$ cat src/rtl/axi4_lite_master_arbiter_if.sv
`default_nettype none
// ============================================================================
// Module   : axi4_lite_master_arbiter_if
// Brief    : Command/completion bus between the arbiter and one axi4_lite_master.
// Revision : 1.0
// ============================================================================
interface axi4_lite_master_arbiter_if #(
    parameter int G_DATA_WIDTH = 32,
    parameter int G_ADDR_WIDTH = 32
);
    logic                      m_start;
    logic [G_ADDR_WIDTH-1:0]   m_addr;
    logic                      m_rnw;
    logic [G_DATA_WIDTH/8-1:0] m_strobe;
    logic [G_DATA_WIDTH-1:0]   m_wdata;
    logic                      m_done;
    logic [G_DATA_WIDTH-1:0]   m_rdata;
    logic [1:0]                m_access_status;

    modport master (
        output m_start, m_addr, m_rnw, m_strobe, m_wdata,
        input  m_done, m_rdata, m_access_status
    );

    modport slave (
        input  m_start, m_addr, m_rnw, m_strobe, m_wdata,
        output m_done, m_rdata, m_access_status
    );
endinterface
`default_nettype wire

$ cat src/rtl/axi4_lite_master_arbiter.sv
`default_nettype none
// ============================================================================
// Module   : axi4_lite_master_arbiter
// Brief    : Two-requester round-robin arbiter in front of one AXI4-Lite master.
//            Optional WAIT timeout enabled by defining AXI4_LITE_ARB_TIMEOUT_EN.
// Revision : 1.0
// ============================================================================
module axi4_lite_master_arbiter #(
    parameter int G_DATA_WIDTH = 32,
    parameter int G_ADDR_WIDTH = 32,
    parameter int G_TIMEOUT    = 1024
) (
    input  logic                      clk,
    input  logic                      rst_n,
    input  logic                      req0_start,
    input  logic [G_ADDR_WIDTH-1:0]   req0_addr,
    input  logic                      req0_rnw,
    input  logic [G_DATA_WIDTH/8-1:0] req0_strobe,
    input  logic [G_DATA_WIDTH-1:0]   req0_wdata,
    output logic                      req0_done,
    output logic [G_DATA_WIDTH-1:0]   req0_rdata,
    output logic [1:0]                req0_status,
    input  logic                      req1_start,
    input  logic [G_ADDR_WIDTH-1:0]   req1_addr,
    input  logic                      req1_rnw,
    input  logic [G_DATA_WIDTH/8-1:0] req1_strobe,
    input  logic [G_DATA_WIDTH-1:0]   req1_wdata,
    output logic                      req1_done,
    output logic [G_DATA_WIDTH-1:0]   req1_rdata,
    output logic [1:0]                req1_status,
    axi4_lite_master_arbiter_if.master m_bus
);
    localparam int         C_STRB_W = G_DATA_WIDTH / 8;
    localparam logic [1:0] S_IDLE   = 2'd0;
    localparam logic [1:0] S_ISSUE  = 2'd1;
    localparam logic [1:0] S_WAIT   = 2'd2;

    logic [1:0]              state_q, state_d;
    logic [1:0]              pend_q;
    logic                    grant_q, grant_d;
    logic                    rr_q;
    logic [1:0]              done_q;
    logic [G_ADDR_WIDTH-1:0] addr_q   [2];
    logic                    rnw_q    [2];
    logic [C_STRB_W-1:0]     strb_q   [2];
    logic [G_DATA_WIDTH-1:0] wdata_q  [2];
    logic [G_DATA_WIDTH-1:0] rdata_q  [2];
    logic [1:0]              status_q [2];
    logic [G_ADDR_WIDTH-1:0] m_addr_q;
    logic                    m_rnw_q;
    logic [C_STRB_W-1:0]     m_strb_q;
    logic [G_DATA_WIDTH-1:0] m_wdata_q;

    logic [1:0]              w_start;
    logic [G_ADDR_WIDTH-1:0] w_addr  [2];
    logic                    w_rnw   [2];
    logic [C_STRB_W-1:0]     w_strb  [2];
    logic [G_DATA_WIDTH-1:0] w_wdata [2];
    logic                    w_complete;
    logic [G_DATA_WIDTH-1:0] w_rdata;
    logic [1:0]              w_status;

    assign w_start    = {req1_start, req0_start};
    assign w_addr[0]  = req0_addr;
    assign w_addr[1]  = req1_addr;
    assign w_rnw[0]   = req0_rnw;
    assign w_rnw[1]   = req1_rnw;
    assign w_strb[0]  = req0_strobe;
    assign w_strb[1]  = req1_strobe;
    assign w_wdata[0] = req0_wdata;
    assign w_wdata[1] = req1_wdata;

    // rr_q names the tie winner; it only advances when both requesters contend.
    assign grant_d = (&pend_q) ? rr_q : pend_q[1];

`ifdef AXI4_LITE_ARB_TIMEOUT_EN
    localparam int C_CNT_W = $clog2(G_TIMEOUT) + 1;

    logic [C_CNT_W-1:0] wait_cnt_q;
    logic               w_timeout;

    always_ff @(posedge clk or negedge rst_n) begin
        if (!rst_n) begin
            wait_cnt_q <= '0;
        end else if (state_q != S_WAIT) begin
            wait_cnt_q <= '0;
        end else begin
            wait_cnt_q <= wait_cnt_q + C_CNT_W'(1);
        end
    end

    assign w_timeout  = (wait_cnt_q == C_CNT_W'(G_TIMEOUT - 1));
    assign w_complete = (state_q == S_WAIT) && (m_bus.m_done || w_timeout);
    assign w_rdata    = m_bus.m_done ? m_bus.m_rdata : '0;
    assign w_status   = m_bus.m_done ? m_bus.m_access_status : 2'b11;
`else
    logic w_unused_timeout;

    assign w_unused_timeout = ^G_TIMEOUT;
    assign w_complete       = (state_q == S_WAIT) && m_bus.m_done;
    assign w_rdata          = m_bus.m_rdata;
    assign w_status         = m_bus.m_access_status;
`endif

    always_comb begin
        state_d = state_q;
        case (state_q)
            S_IDLE:  if (|pend_q) state_d = S_ISSUE;
            S_ISSUE: state_d = S_WAIT;
            S_WAIT:  if (w_complete) state_d = S_IDLE;
            default: state_d = S_IDLE;
        endcase
    end

    always_ff @(posedge clk or negedge rst_n) begin
        if (!rst_n) begin
            state_q   <= S_IDLE;
            pend_q    <= '0;
            grant_q   <= 1'b0;
            rr_q      <= 1'b0;
            done_q    <= '0;
            m_addr_q  <= '0;
            m_rnw_q   <= 1'b0;
            m_strb_q  <= '0;
            m_wdata_q <= '0;
            for (int i = 0; i < 2; i++) begin
                addr_q[i]   <= '0;
                rnw_q[i]    <= 1'b0;
                strb_q[i]   <= '0;
                wdata_q[i]  <= '0;
                rdata_q[i]  <= '0;
                status_q[i] <= '0;
            end
        end else begin
            state_q <= state_d;
            done_q  <= '0;
            for (int i = 0; i < 2; i++) begin
                if (w_start[i] && !pend_q[i]) begin
                    pend_q[i]  <= 1'b1;
                    addr_q[i]  <= w_addr[i];
                    rnw_q[i]   <= w_rnw[i];
                    strb_q[i]  <= w_strb[i];
                    wdata_q[i] <= w_wdata[i];
                end
            end
            if ((state_q == S_IDLE) && (|pend_q)) begin
                grant_q   <= grant_d;
                m_addr_q  <= addr_q[grant_d];
                m_rnw_q   <= rnw_q[grant_d];
                m_strb_q  <= strb_q[grant_d];
                m_wdata_q <= wdata_q[grant_d];
                if (&pend_q) rr_q <= ~rr_q;
            end
            if (w_complete) begin
                pend_q[grant_q]   <= 1'b0;
                done_q[grant_q]   <= 1'b1;
                rdata_q[grant_q]  <= w_rdata;
                status_q[grant_q] <= w_status;
            end
        end
    end

    assign m_bus.m_start  = (state_q == S_ISSUE);
    assign m_bus.m_addr   = m_addr_q;
    assign m_bus.m_rnw    = m_rnw_q;
    assign m_bus.m_strobe = m_strb_q;
    assign m_bus.m_wdata  = m_wdata_q;

    assign req0_done   = done_q[0];
    assign req1_done   = done_q[1];
    assign req0_rdata  = rdata_q[0];
    assign req1_rdata  = rdata_q[1];
    assign req0_status = status_q[0];
    assign req1_status = status_q[1];
endmodule
`default_nettype wire

$ cat src/flat_wrapper.sv
// flat-port wrapper written by rule: the top's interface ports become plain ports
module axi4_lite_master_arbiter_flat 
#(
    parameter int G_DATA_WIDTH = 32,
    parameter int G_ADDR_WIDTH = 32,
    parameter int G_TIMEOUT    = 1024
)
  (clk, rst_n, req0_start, req0_addr, req0_rnw, req0_strobe, req0_wdata, req0_done, req0_rdata, req0_status, req1_start, req1_addr, req1_rnw, req1_strobe, req1_wdata, req1_done, req1_rdata, req1_status, m_bus_m_start, m_bus_m_addr, m_bus_m_rnw, m_bus_m_strobe, m_bus_m_wdata, m_bus_m_done, m_bus_m_rdata, m_bus_m_access_status);
  axi4_lite_master_arbiter_if #(.G_DATA_WIDTH(G_DATA_WIDTH), .G_ADDR_WIDTH(G_ADDR_WIDTH)) m_bus_i ();
  input  logic clk;
  input  logic rst_n;
  input  logic req0_start;
  input  logic [G_ADDR_WIDTH-1:0] req0_addr;
  input  logic req0_rnw;
  input  logic [G_DATA_WIDTH/8-1:0] req0_strobe;
  input  logic [G_DATA_WIDTH-1:0] req0_wdata;
  output logic req0_done;
  output logic [G_DATA_WIDTH-1:0] req0_rdata;
  output logic [1:0] req0_status;
  input  logic req1_start;
  input  logic [G_ADDR_WIDTH-1:0] req1_addr;
  input  logic req1_rnw;
  input  logic [G_DATA_WIDTH/8-1:0] req1_strobe;
  input  logic [G_DATA_WIDTH-1:0] req1_wdata;
  output logic req1_done;
  output logic [G_DATA_WIDTH-1:0] req1_rdata;
  output logic [1:0] req1_status;
  output wire logic [$bits(m_bus_i.m_start)-1:0] m_bus_m_start;
  output wire logic [$bits(m_bus_i.m_addr)-1:0] m_bus_m_addr;
  output wire logic [$bits(m_bus_i.m_rnw)-1:0] m_bus_m_rnw;
  output wire logic [$bits(m_bus_i.m_strobe)-1:0] m_bus_m_strobe;
  output wire logic [$bits(m_bus_i.m_wdata)-1:0] m_bus_m_wdata;
  input wire logic [$bits(m_bus_i.m_done)-1:0] m_bus_m_done;
  input wire logic [$bits(m_bus_i.m_rdata)-1:0] m_bus_m_rdata;
  input wire logic [$bits(m_bus_i.m_access_status)-1:0] m_bus_m_access_status;
  assign m_bus_m_start = m_bus_i.m_start;
  assign m_bus_m_addr = m_bus_i.m_addr;
  assign m_bus_m_rnw = m_bus_i.m_rnw;
  assign m_bus_m_strobe = m_bus_i.m_strobe;
  assign m_bus_m_wdata = m_bus_i.m_wdata;
  assign m_bus_i.m_done = m_bus_m_done;
  assign m_bus_i.m_rdata = m_bus_m_rdata;
  assign m_bus_i.m_access_status = m_bus_m_access_status;
  axi4_lite_master_arbiter #(.G_DATA_WIDTH(G_DATA_WIDTH), .G_ADDR_WIDTH(G_ADDR_WIDTH), .G_TIMEOUT(G_TIMEOUT)) u_core (.clk(clk), .rst_n(rst_n), .req0_start(req0_start), .req0_addr(req0_addr), .req0_rnw(req0_rnw), .req0_strobe(req0_strobe), .req0_wdata(req0_wdata), .req0_done(req0_done), .req0_rdata(req0_rdata), .req0_status(req0_status), .req1_start(req1_start), .req1_addr(req1_addr), .req1_rnw(req1_rnw), .req1_strobe(req1_strobe), .req1_wdata(req1_wdata), .req1_done(req1_done), .req1_rdata(req1_rdata), .req1_status(req1_status), .m_bus(m_bus_i));
endmodule
$ cat config.mk
export PLATFORM = sky130hd
export DESIGN_NAME = axi4_lite_master_arbiter_flat
export DESIGN_NICKNAME = d
export VERILOG_FILES = /design/src/rtl/axi4_lite_master_arbiter_if.sv /design/src/rtl/axi4_lite_master_arbiter.sv /design/src/flat_wrapper.sv
export SDC_FILE = /design/constraint.sdc
export NUM_CORES = 1
export LEC_CHECK = 0
export ABC_AREA = 1
export BUFFER_PORTS_ARGS = -buffer_cell sky130_fd_sc_hd__buf_4
export CORE_ASPECT_RATIO = 2
export CORE_MARGIN = 8
export CORE_UTILIZATION = 52
export CTS_CLUSTER_DIAMETER = 150
export DETAILED_ROUTE_END_ITERATION = 8
export MAX_ROUTING_LAYER = met4
export PLACE_DENSITY = 0.79
export SLEW_MARGIN = 20
export SYNTH_ARGS = -nofsm -noshare
export SYNTH_HDL_FRONTEND = slang
export SYNTH_SLANG_ARGS = --single-unit
export TNS_END_PERCENT = 1
$ cat constraint.sdc
create_clock -name clk -period 1.7 [get_ports clk]
set_input_delay 0.085 -clock clk [delete_from_list [all_inputs] [get_ports clk]]
set_output_delay 0.085 -clock clk [all_outputs]
set_load 0.1 [all_outputs]
==> impl_metrics.json, run 1 <==
{
  "hold_viol": 0,
  "synth_fp_nets": 1500,
  "drc": 0,
  "ctsResizeCount": 0,
  "drtAntennaViolNets": 0,
  "multi_input_area_um2": 3408,
  "dieArea_um2": 27580,
  "fin_nets": 1966,
  "drtIter0Drc": 1175,
  "root_buffer": "clkbuf_16",
  "ios": 317,
  "ys_seq_area_frac": 0.6118,
  "grt_pass1_vias": 11810,
  "maxSlewHeadroom": 0.5577,
  "yosysTopAreaCell": "dfrtp_1",
  "core-area_um2": 21970,
  "synth.area.top_cells": "dfrtp_1, nand2_1, nand3_1, a21oi_1, inv_1",
  "maxSlewViolCount": 0,
  "wl_per_cell_um": 19.39,
  "wirelength_mm": 40.44,
  "die_width_um": 121.5,
  "ys_ff_latch": 283,
  "final_cell_mix": "buf_4, dfrtp_1, nand2_1",
  "dpl.hpwl_mm": 23.27,
  "grt_max_degree": 77,
  "synth_cells": 1323,
  "cts_sinks": 283,
  "overflow": 0,
  "path_class": "reg2reg",
  "syn_to_final_growth_pct": 45.35,
  "insertion_delay_ns": 0.53,
  "port_buffers": 316,
  "setup_viol": 0,
  "min_period_ns": 1.574,
  "status": "finished, final reports clean",
  "via_per_inst": 5.369,
  "layout-drive-gt1-share": 0.2188,
  "rsz0062_at_grt": "false",
  "path_clk_slew_ns": 0.07,
  "synth.avg_cell_area_um2": 8.750,
  "ys_types": 19,
  "fill_cells": 1368,
  "required_ns": 2.10,
  "yosysWarnings": 0,
  "antenna_found_initial": 2,
  "grtUsageTotal": 0.3006,
  "fin_setup_tns_ns": 0,
  "first_pass_iters": 8,
  "cp_max_fo": 41,
  "synth_top_area_share": 0.6118,
  "fin_skew_ns": 0.01163,
  "fin_crit_sh": 0.9256,
  "routabilityCongestion": 0.8393,
  "hold_class": "in2async",
  "seq_area_um2": 7083,
  "htreeDepth": 1,
  "cts_made_buffers": 24,
  "worst_slew_pin_slew_ns": 0.6634,
  "routed-via-count": 11200,
  "grt_pass1_wl_mm": 63.19,
  "start_util": 0.5270,
  "start_kind": "flop",
  "post_cts_buffers": 0,
  "cts_tree": "yes",
  "critPathArrivalTime_ns": 1.97,
  "cap_violations": 0,
  "final_common_cell": "buf_4",
  "cts_buffer_depth": 3,
  "fmax_mhz": 635.5,
  "end_kind": "flop",
  "syn_area_um2": 11580,
  "rows": 77,
  "dieHeight_um": 227.0
}
## kinds of logic (layout without fill, tap and decap cells)
kind of cell	Yosys count	after routing	share of synthesized area
compound gates	209	209	0.09057
flops	283	283	0.6118
simple gates	567	567	0.2009
xor+xnor	1	1	0.0007567
other cells	0	4	0
buf+inv	263	745	0.09598
## state kept, by name, summed over array words and instances (netlist names), 2 cells and up
name	count
u_core.rnw_q	2
u_core.req1_rdata	32
u_core.done_q	2
u_core.pend_q	2
u_core.m_bus.m_wdata	32
u_core.m_bus.m_addr	32
u_core.req1_status	2
u_core.state_q	2
u_core.m_bus.m_strobe	4
u_core.wdata_q	64
u_core.addr_q	64
u_core.req0_status	2
u_core.strb_q	8
u_core.req0_rdata	32
## per-layer routing
metal | GRT usage | share of wire | vias up
met4 | 0.1486 | 0.050 | 0
met5 | - | 0 | -
met2 | 0.5078 | 0.52 | 649
met1 | 0.3301 | 0.35 | 5388
li1 | - | - | 5028
met3 | 0.06135 | 0.081 | 130
## stage by stage
step | instances | hold slack [ns] | util | instance area [um2] | setup WS, ns
finish | 2085 | 0.08256 | 0.7660 | 16830 | 0.1265
global placement | 1863 | 0.06156 | 0.6488 | 14250 | 0.2839
global route | 2083 | 0.1153 | 0.7658 | 16820 | 0.05378
detailed placement | 1863 | 0.05889 | 0.6488 | 14250 | 0.2612
floorplan | 1323 | -0.2106 | - | 11580 | 0.1774
CTS | 2081 | 0.09244 | 0.7656 | 16820 | 0.1480
## path summary, 6_finish.rpt
path                                   from                      end  slack, ns  depth (start not counted)
setup / recovery           u_core.pend_q[0]  u_core.m_bus.m_addr[10]       0.13                          5
max in group asynchronous             rst_n         u_core.pend_q[1]       0.91                          3
hold / removal                        rst_n       u_core.wdata_q[37]       0.08                          2
setup reg to reg           u_core.pend_q[0]  u_core.m_bus.m_addr[10]       0.13                          5
min in group clk               m_bus_m_done        u_core.state_q[1]       0.33                          3
hold reg to reg                 u_core.rr_q              u_core.rr_q       0.48                          1
## synth_stat cells
| cell type | number |
|---|---|
| nand2_2 | 1 |
| nand3_2 | 1 |
| a21oi_1 | 138 |
| nand3_1 | 139 |
| nor2_4 | 2 |
| buf_6 | 6 |
| inv_1 | 180 |
| buf_4 | 7 |
| nand2_1 | 281 |
| buf_1 | 6 |
| o21ai_1 | 5 |
| inv_2 | 3 |
| clkbuf_1 | 19 |
| dfrtp_1 | 283 |
| xor2_1 | 1 |
| buf_2 | 42 |
| nor2_1 | 143 |
| o21bai_1 | 1 |
| o21ai_0 | 65 |
## area by class of cell
type | instances | share of cell area
antenna | 4 | 0.0005949
clock buffer | 34 | 0.04216
clock inverter | 8 | 0.005577
inverter | 183 | 0.04082
multi-input combinational | 777 | 0.2026
sequential | 283 | 0.4210
tap | 276 | 0.02052
timing repair buffer | 520 | 0.2668
## repair_timing
item	in CTS	in global routing
hold buffers	176	0
setup endpoints to repair	0	0
hold endpoints to repair	492	0
## critical path: stages (launching register included)
cell and delay [ns]:
dfrtp_1 0.43, nand2_2 0.12, buf_4 0.45, nand3_1 0.14
nand3_1 0.16, nand2_1 0.12
Power of run 1 is not shown: default switching activity piles up to over one toggle a cycle in this logic, so the estimate is an artifact.
==> inputs of run 2 (changes only) <==
--- a/config.mk
+++ b/config.mk
@@ -9,11 +9,10 @@
 export BUFFER_PORTS_ARGS = -buffer_cell sky130_fd_sc_hd__buf_4
 export CORE_ASPECT_RATIO = 2
 export CORE_MARGIN = 8
-export CORE_UTILIZATION = 52
+export CORE_UTILIZATION = 40
 export CTS_CLUSTER_DIAMETER = 150
 export DETAILED_ROUTE_END_ITERATION = 8
 export MAX_ROUTING_LAYER = met4
-export PLACE_DENSITY = 0.79
 export SLEW_MARGIN = 20
 export SYNTH_ARGS = -nofsm -noshare
 export SYNTH_HDL_FRONTEND = slang
==> run 2 against run 1 <==
- critical path depth down 2
- wire length fell by 13%
- via count is 7.6% lower
- non-clock buffer count fell by 2
- highest routed layer unchanged
==> impl_metrics.json, run 2 (same netlist as run 1, synthesis figures left out) <==
{
  "status": "finished, final reports clean",
  "wl_per_cell_um": 16.15,
  "overflow": 0,
  "cp_max_fo": 2,
  "setup_viol": 0,
  "syn_to_final_growth_pct": 47.12,
  "ios": 317,
  "drtIter0Drc": 662,
  "die_width_um": 136.3,
  "worst_slew_pin_slew_ns": 0.4881,
  "cap_violations": 0,
  "reg.largest.list": "u_core.addr_q (64), u_core.wdata_q (64)",
  "path_class": "reg2out",
  "wirelength_mm": 35.02,
  "cts_buffer_depth": 3,
  "critPathArrivalTime_ns": 1.41,
  "fin_nets": 1966,
  "min_period_ns": 1.494,
  "r2r_start": "u_core.state_q[0]",
  "rsz0062_at_grt": "false",
  "hold_viol": 0,
  "maxSlewViolCount": 0,
  "via_per_inst": 4.768,
  "final_common_cell": "buf_4",
  "fill_cells": 2418,
  "root_buffer": "clkbuf_16",
  "grt_pass1_wl_mm": 56.61,
  "ctsResizeCount": 0,
  "dieArea_um2": 34970,
  "path_clk_slew_ns": 0.07,
  "core-area_um2": 28630,
  "end_kind": "output pin",
  "crit_start": "u_core.state_q[0]",
  "start_util": 0.4044,
  "cts_tree": "yes",
  "hold_ws_ns": 0.05433,
  "r2r_cells": 6,
  "required_ns": 1.62,
  "fin_skew_ns": 0.007791,
  "maxSlewHeadroom": 0.6746,
  "fin_setup_tns_ns": 0,
  "layout-drive-gt1-share": 0.2179,
  "insertion_delay_ns": 0.53,
  "grt_max_degree": 96,
  "placed_cells": 1945,
  "final_cell_mix": "buf_4, dfrtp_1, nand2_1",
  "dpl.hpwl_mm": 22.76,
  "hold_class": "in2async",
  "drc": 0,
  "htreeDepth": 1,
  "regToRegEndpoint": "u_core.m_bus.m_addr[29]",
  "rows": 88,
  "drtAntennaViolNets": 0,
  "fmax_mhz": 669.3,
  "final_cells": 2169,
  "first_pass_iters": 5,
  "ff2ff_setup_slack_ns": 0.26,
  "dieHeight_um": 256.6,
  "post_cts_buffers": 0,
  "routabilityCongestion": 0.8156,
  "fin_crit_sh": 0.8789,
  "cts_made_buffers": 26,
  "antenna_found_initial": 1,
  "cts_sinks": 283,
  "routed-via-count": 10340,
  "grt_pass1_vias": 10850,
  "port_buffers": 316,
  "grtUsageTotal": 0.2043,
  "start_kind": "flop"
}
run 2: changes by cell type in the layout (fill, tap and decap cells not counted), moves of 2 or more:
cell       before  now
buf_12         11   16
buf_4         332  325
clkbuf_1        4    8
clkbuf_16      25   27
clkbuf_8        5    8
clkinv_2        5    2
diode_2         4    1
run 2: per-layer routing:
| layer | wire [um] | share of wire | up-vias | GRT usage |
|---|---|---|---|---|
| met1 | 15170 | 0.43 | 4929 | 0.2624 |
| met3 | 2385 | 0.068 | 38 | 0.03643 |
| met4 | 588 | 0.017 | 0 | 0.05032 |
| met2 | 16880 | 0.48 | 341 | 0.3277 |
| li1 | - | - | 5033 | - |
| met5 | 0 | 0 | - | - |
run 2: layout make-up:
type	instances	area, um2	area share
well taps	360	450.4	0.02645
clock inverters	4	47.55	0.002792
inverters	183	686.9	0.04033
repair buffers	518	4537	0.2664
diodes	1	2.502	0.0001469
flip-flops and latches	283	7083	0.4159
clock buffers	43	815.8	0.04790
multi-input cells	777	3408	0.2001
run 2: through the flow:
step                instance area (um2)  setup slack (ns)    util
finish                            17030            0.2059  0.5949
global route                      17030            0.1222  0.5949
CTS                               17030            0.1687  0.5948
detailed placement                14400            0.2639  0.5031
global placement                  14400            0.3064  0.5031
floorplan                         11580            0.1774       -
run 2: worst max-delay path, stage by stage, from the launching register on:
cell	delay, ns
dfrtp_1	0.39
inv_1	0.08
nor2_2	0.10
buf_4	0.31
run 2: what timing repair did:
item,in CTS,in global routing
endpoints found under the setup margin,0,0
hold buffers,176,0
endpoints found under the hold margin,492,0
run 2: how the worst max path moves through the flow:
stage | end | slack (ns) | cells past startpoint
3_5_place_dp | u_core.m_bus.m_addr[7] | 0.26 | 6
3_3_place_gp | u_core.m_bus.m_strobe[2] | 0.31 | 6
6_report | m_bus_m_start | 0.21 | 3
4_1_cts | m_bus_m_start | 0.17 | 3
5_1_grt | u_core.m_bus.m_addr[27] | 0.12 | 6
2_1_floorplan | u_core.state_q[1] | 0.18 | 3
Power of run 2 is left out for the same reason.
==> inputs of run 3 (changes only) <==
--- a/config.mk
+++ b/config.mk
@@ -10,8 +10,10 @@
 export CORE_ASPECT_RATIO = 2
 export CORE_MARGIN = 8
 export CORE_UTILIZATION = 40
+export CTS_BUF_LIST = sky130_fd_sc_hd__clkbuf_8
 export CTS_CLUSTER_DIAMETER = 150
 export DETAILED_ROUTE_END_ITERATION = 8
+export GPL_TIMING_DRIVEN = 0
 export MAX_ROUTING_LAYER = met4
 export SLEW_MARGIN = 20
 export SYNTH_ARGS = -nofsm -noshare
==> constraint.sdc (replaced) <==
create_clock -name clk -period 1.6 [get_ports clk]
set_input_delay 0.08 -clock clk [delete_from_list [all_inputs] [get_ports clk]]
set_output_delay 0.08 -clock clk [all_outputs]
set_load 0.1 [all_outputs]
==> run 3 against run 2 <==
- critical path depth increased by 4
- critical path type is now reg2reg
- critical endpoint is now u_core.m_bus.m_addr[4]
- hold slack better by 0.12 ns
- wire length is 7.3% higher
- cell count grew 3.8%
==> impl_metrics.json, run 3 (same netlist as run 1, synthesis figures left out) <==
{
  "grt_max_degree": 99,
  "end_kind": "flop",
  "root_buffer": "clkbuf_8",
  "cts_made_buffers": 42,
  "path_clk_slew_ns": 0.07,
  "grtUsageTotal": 0.2204,
  "start_util": 0.4044,
  "path_class": "reg2reg",
  "dieHeight_um": 256.6,
  "layout-drive-gt1-share": 0.2359,
  "fin_crit_sh": 0.9572,
  "cts_buffer_depth": 3,
  "routabilityCongestion": 0.8283,
  "multi_input_area_um2": 3393,
  "required_ns": 2.03,
  "grt_pass1_vias": 11440,
  "path_common_cell": "nand2_1",
  "cp_max_fo": 10,
  "drtIter0Drc": 649,
  "final_cell_mix": "buf_4, dfrtp_1, nand2_1",
  "grt_pass1_wl_mm": 59.97,
  "post_cts_buffers": 0,
  "hold_class": "in2async",
  "syn_to_final_growth_pct": 47.96,
  "max_stage_delay_ns": 0.41,
  "worst_slew_pin_slew_ns": 0.7532,
  "antenna_found_initial": 0,
  "fin_nets": 2038,
  "first_pass_iters": 5,
  "insertion_delay_ns": 0.55,
  "cts_tree": "yes",
  "status": "finished, final reports clean",
  "dpl.hpwl_mm": 26.56,
  "final_util": 0.5983,
  "htreeDepth": 2,
  "die_width_um": 136.3,
  "reg.largest.list": "u_core.addr_q (64), u_core.wdata_q (64)",
  "drc": 0,
  "critPathArrivalTime_ns": 1.96,
  "wl_per_cell_um": 16.69,
  "seq_area_um2": 7082,
  "start_kind": "flop",
  "fill_cells": 2538,
  "crit_chain": "inv_1 > nand2_1 > nor2_4 > inv_4 > buf_2 > nand2_1 > nand2_1",
  "core-area_um2": 28630,
  "final_common_cell": "buf_4",
  "cap_violations": 0,
  "drtAntennaViolNets": 0,
  "ios": 317,
  "routed-via-count": 10710,
  "dieArea_um2": 34970,
  "hold_viol": 0,
  "ff2ff_setup_slack_ns": 0.07,
  "diodes": 0,
  "maxSlewHeadroom": 0.4979,
  "min_period_ns": 1.532,
  "port_buffers": 316,
  "via_per_inst": 4.757,
  "maxSlewViolCount": 0,
  "rsz0062_at_grt": "true",
  "fmax_mhz": 652.9,
  "overflow": 0,
  "rows": 88,
  "setup_viol": 0,
  "fin_skew_ns": 0.01893,
  "wirelength_mm": 37.57,
  "slowest_stage": "dfrtp_1",
  "cts_sinks": 283
}
## run 3: changes by cell type in the layout (fill, tap and decap cells not counted), moves of 2 or more
cell,previous run,this run
clkbuf_8,8,55
buf_2,0,34
clkbuf_16,27,0
buf_12,16,0
inv_1,180,194
clkbuf_1,8,16
clkbuf_4,0,7
buf_6,0,6
buf_1,0,5
buf_16,0,2
clkinv_2,2,4
nand2_1,278,280
## run 3: worst paths after layout
| kind | endpoint | startpoint | depth (start not counted) |
|---|---|---|---|
| worst max-delay path | u_core.m_bus.m_addr[4] | u_core.state_q[0] | 7 |
| worst min-delay path | u_core.m_bus.m_wdata[19] | rst_n | 2 |
| worst max register to register | u_core.m_bus.m_addr[4] | u_core.state_q[0] | 7 |
| worst min register to register | u_core.m_bus.m_addr[8] | u_core.m_bus.m_addr[8] | 2 |
| max in group asynchronous | u_core.addr_q[59] | rst_n | 3 |
| min in group clk | u_core.state_q[1] | m_bus_m_done | 3 |
## run 3: area by class of cell
class / instances / share of cell area
clock buffers: 55 / 0.04420
multi-input cells: 777 / 0.1981
flip-flops and latches: 283 / 0.4135
repair buffers: 494 / 0.2450
well taps: 360 / 0.02630
plain buffers: 80 / 0.02666
inverters: 183 / 0.04025
clock inverters: 19 / 0.005990
## run 3: critical path: cells and delay by family, from the launching register on
family,cells,cell delay [ns]
simple gates,4,0.54
flops,1,0.41
buf+inv,3,0.44
## run 3: per-layer routing
metal	vias to the layer above	routed length (um)	global-route usage
li1	5192	-	-
met1	5109	15790	0.2727
met2	352	18620	0.3621
met3	54	2298	0.03447
met4	0	865	0.06812
met5	-	0	-
## run 3: what timing repair did
| item | CTS | global route |
|---|---|---|
| endpoints found under the setup margin | 59 | 115 |
| hold endpoints to repair | 304 | 0 |
| gates resized for setup | 6 | 18 |
| hold buffers | 176 | 0 |
## run 3: through the flow
stage | instance area, um2 | hold WS (ns) | setup TNS [ns] | worst slack [ns] | cells
final | 17130 | 0.1710 | 0 | 0.06841 | 2251
after global routing | 17130 | 0.2071 | -0.3158 | -0.04178 | 2251
after CTS | 17100 | 0.1763 | 0 | 0.01872 | 2251
after detailed placement | 14460 | 0.1805 | -0.2283 | -0.1277 | 2001
after global placement | 14400 | 0.2870 | -541.50 | -1.958 | 1999
after floorplan | 11580 | -0.2156 | 0 | 0.07742 | 1323
Power of run 3 is left out for the same reason.
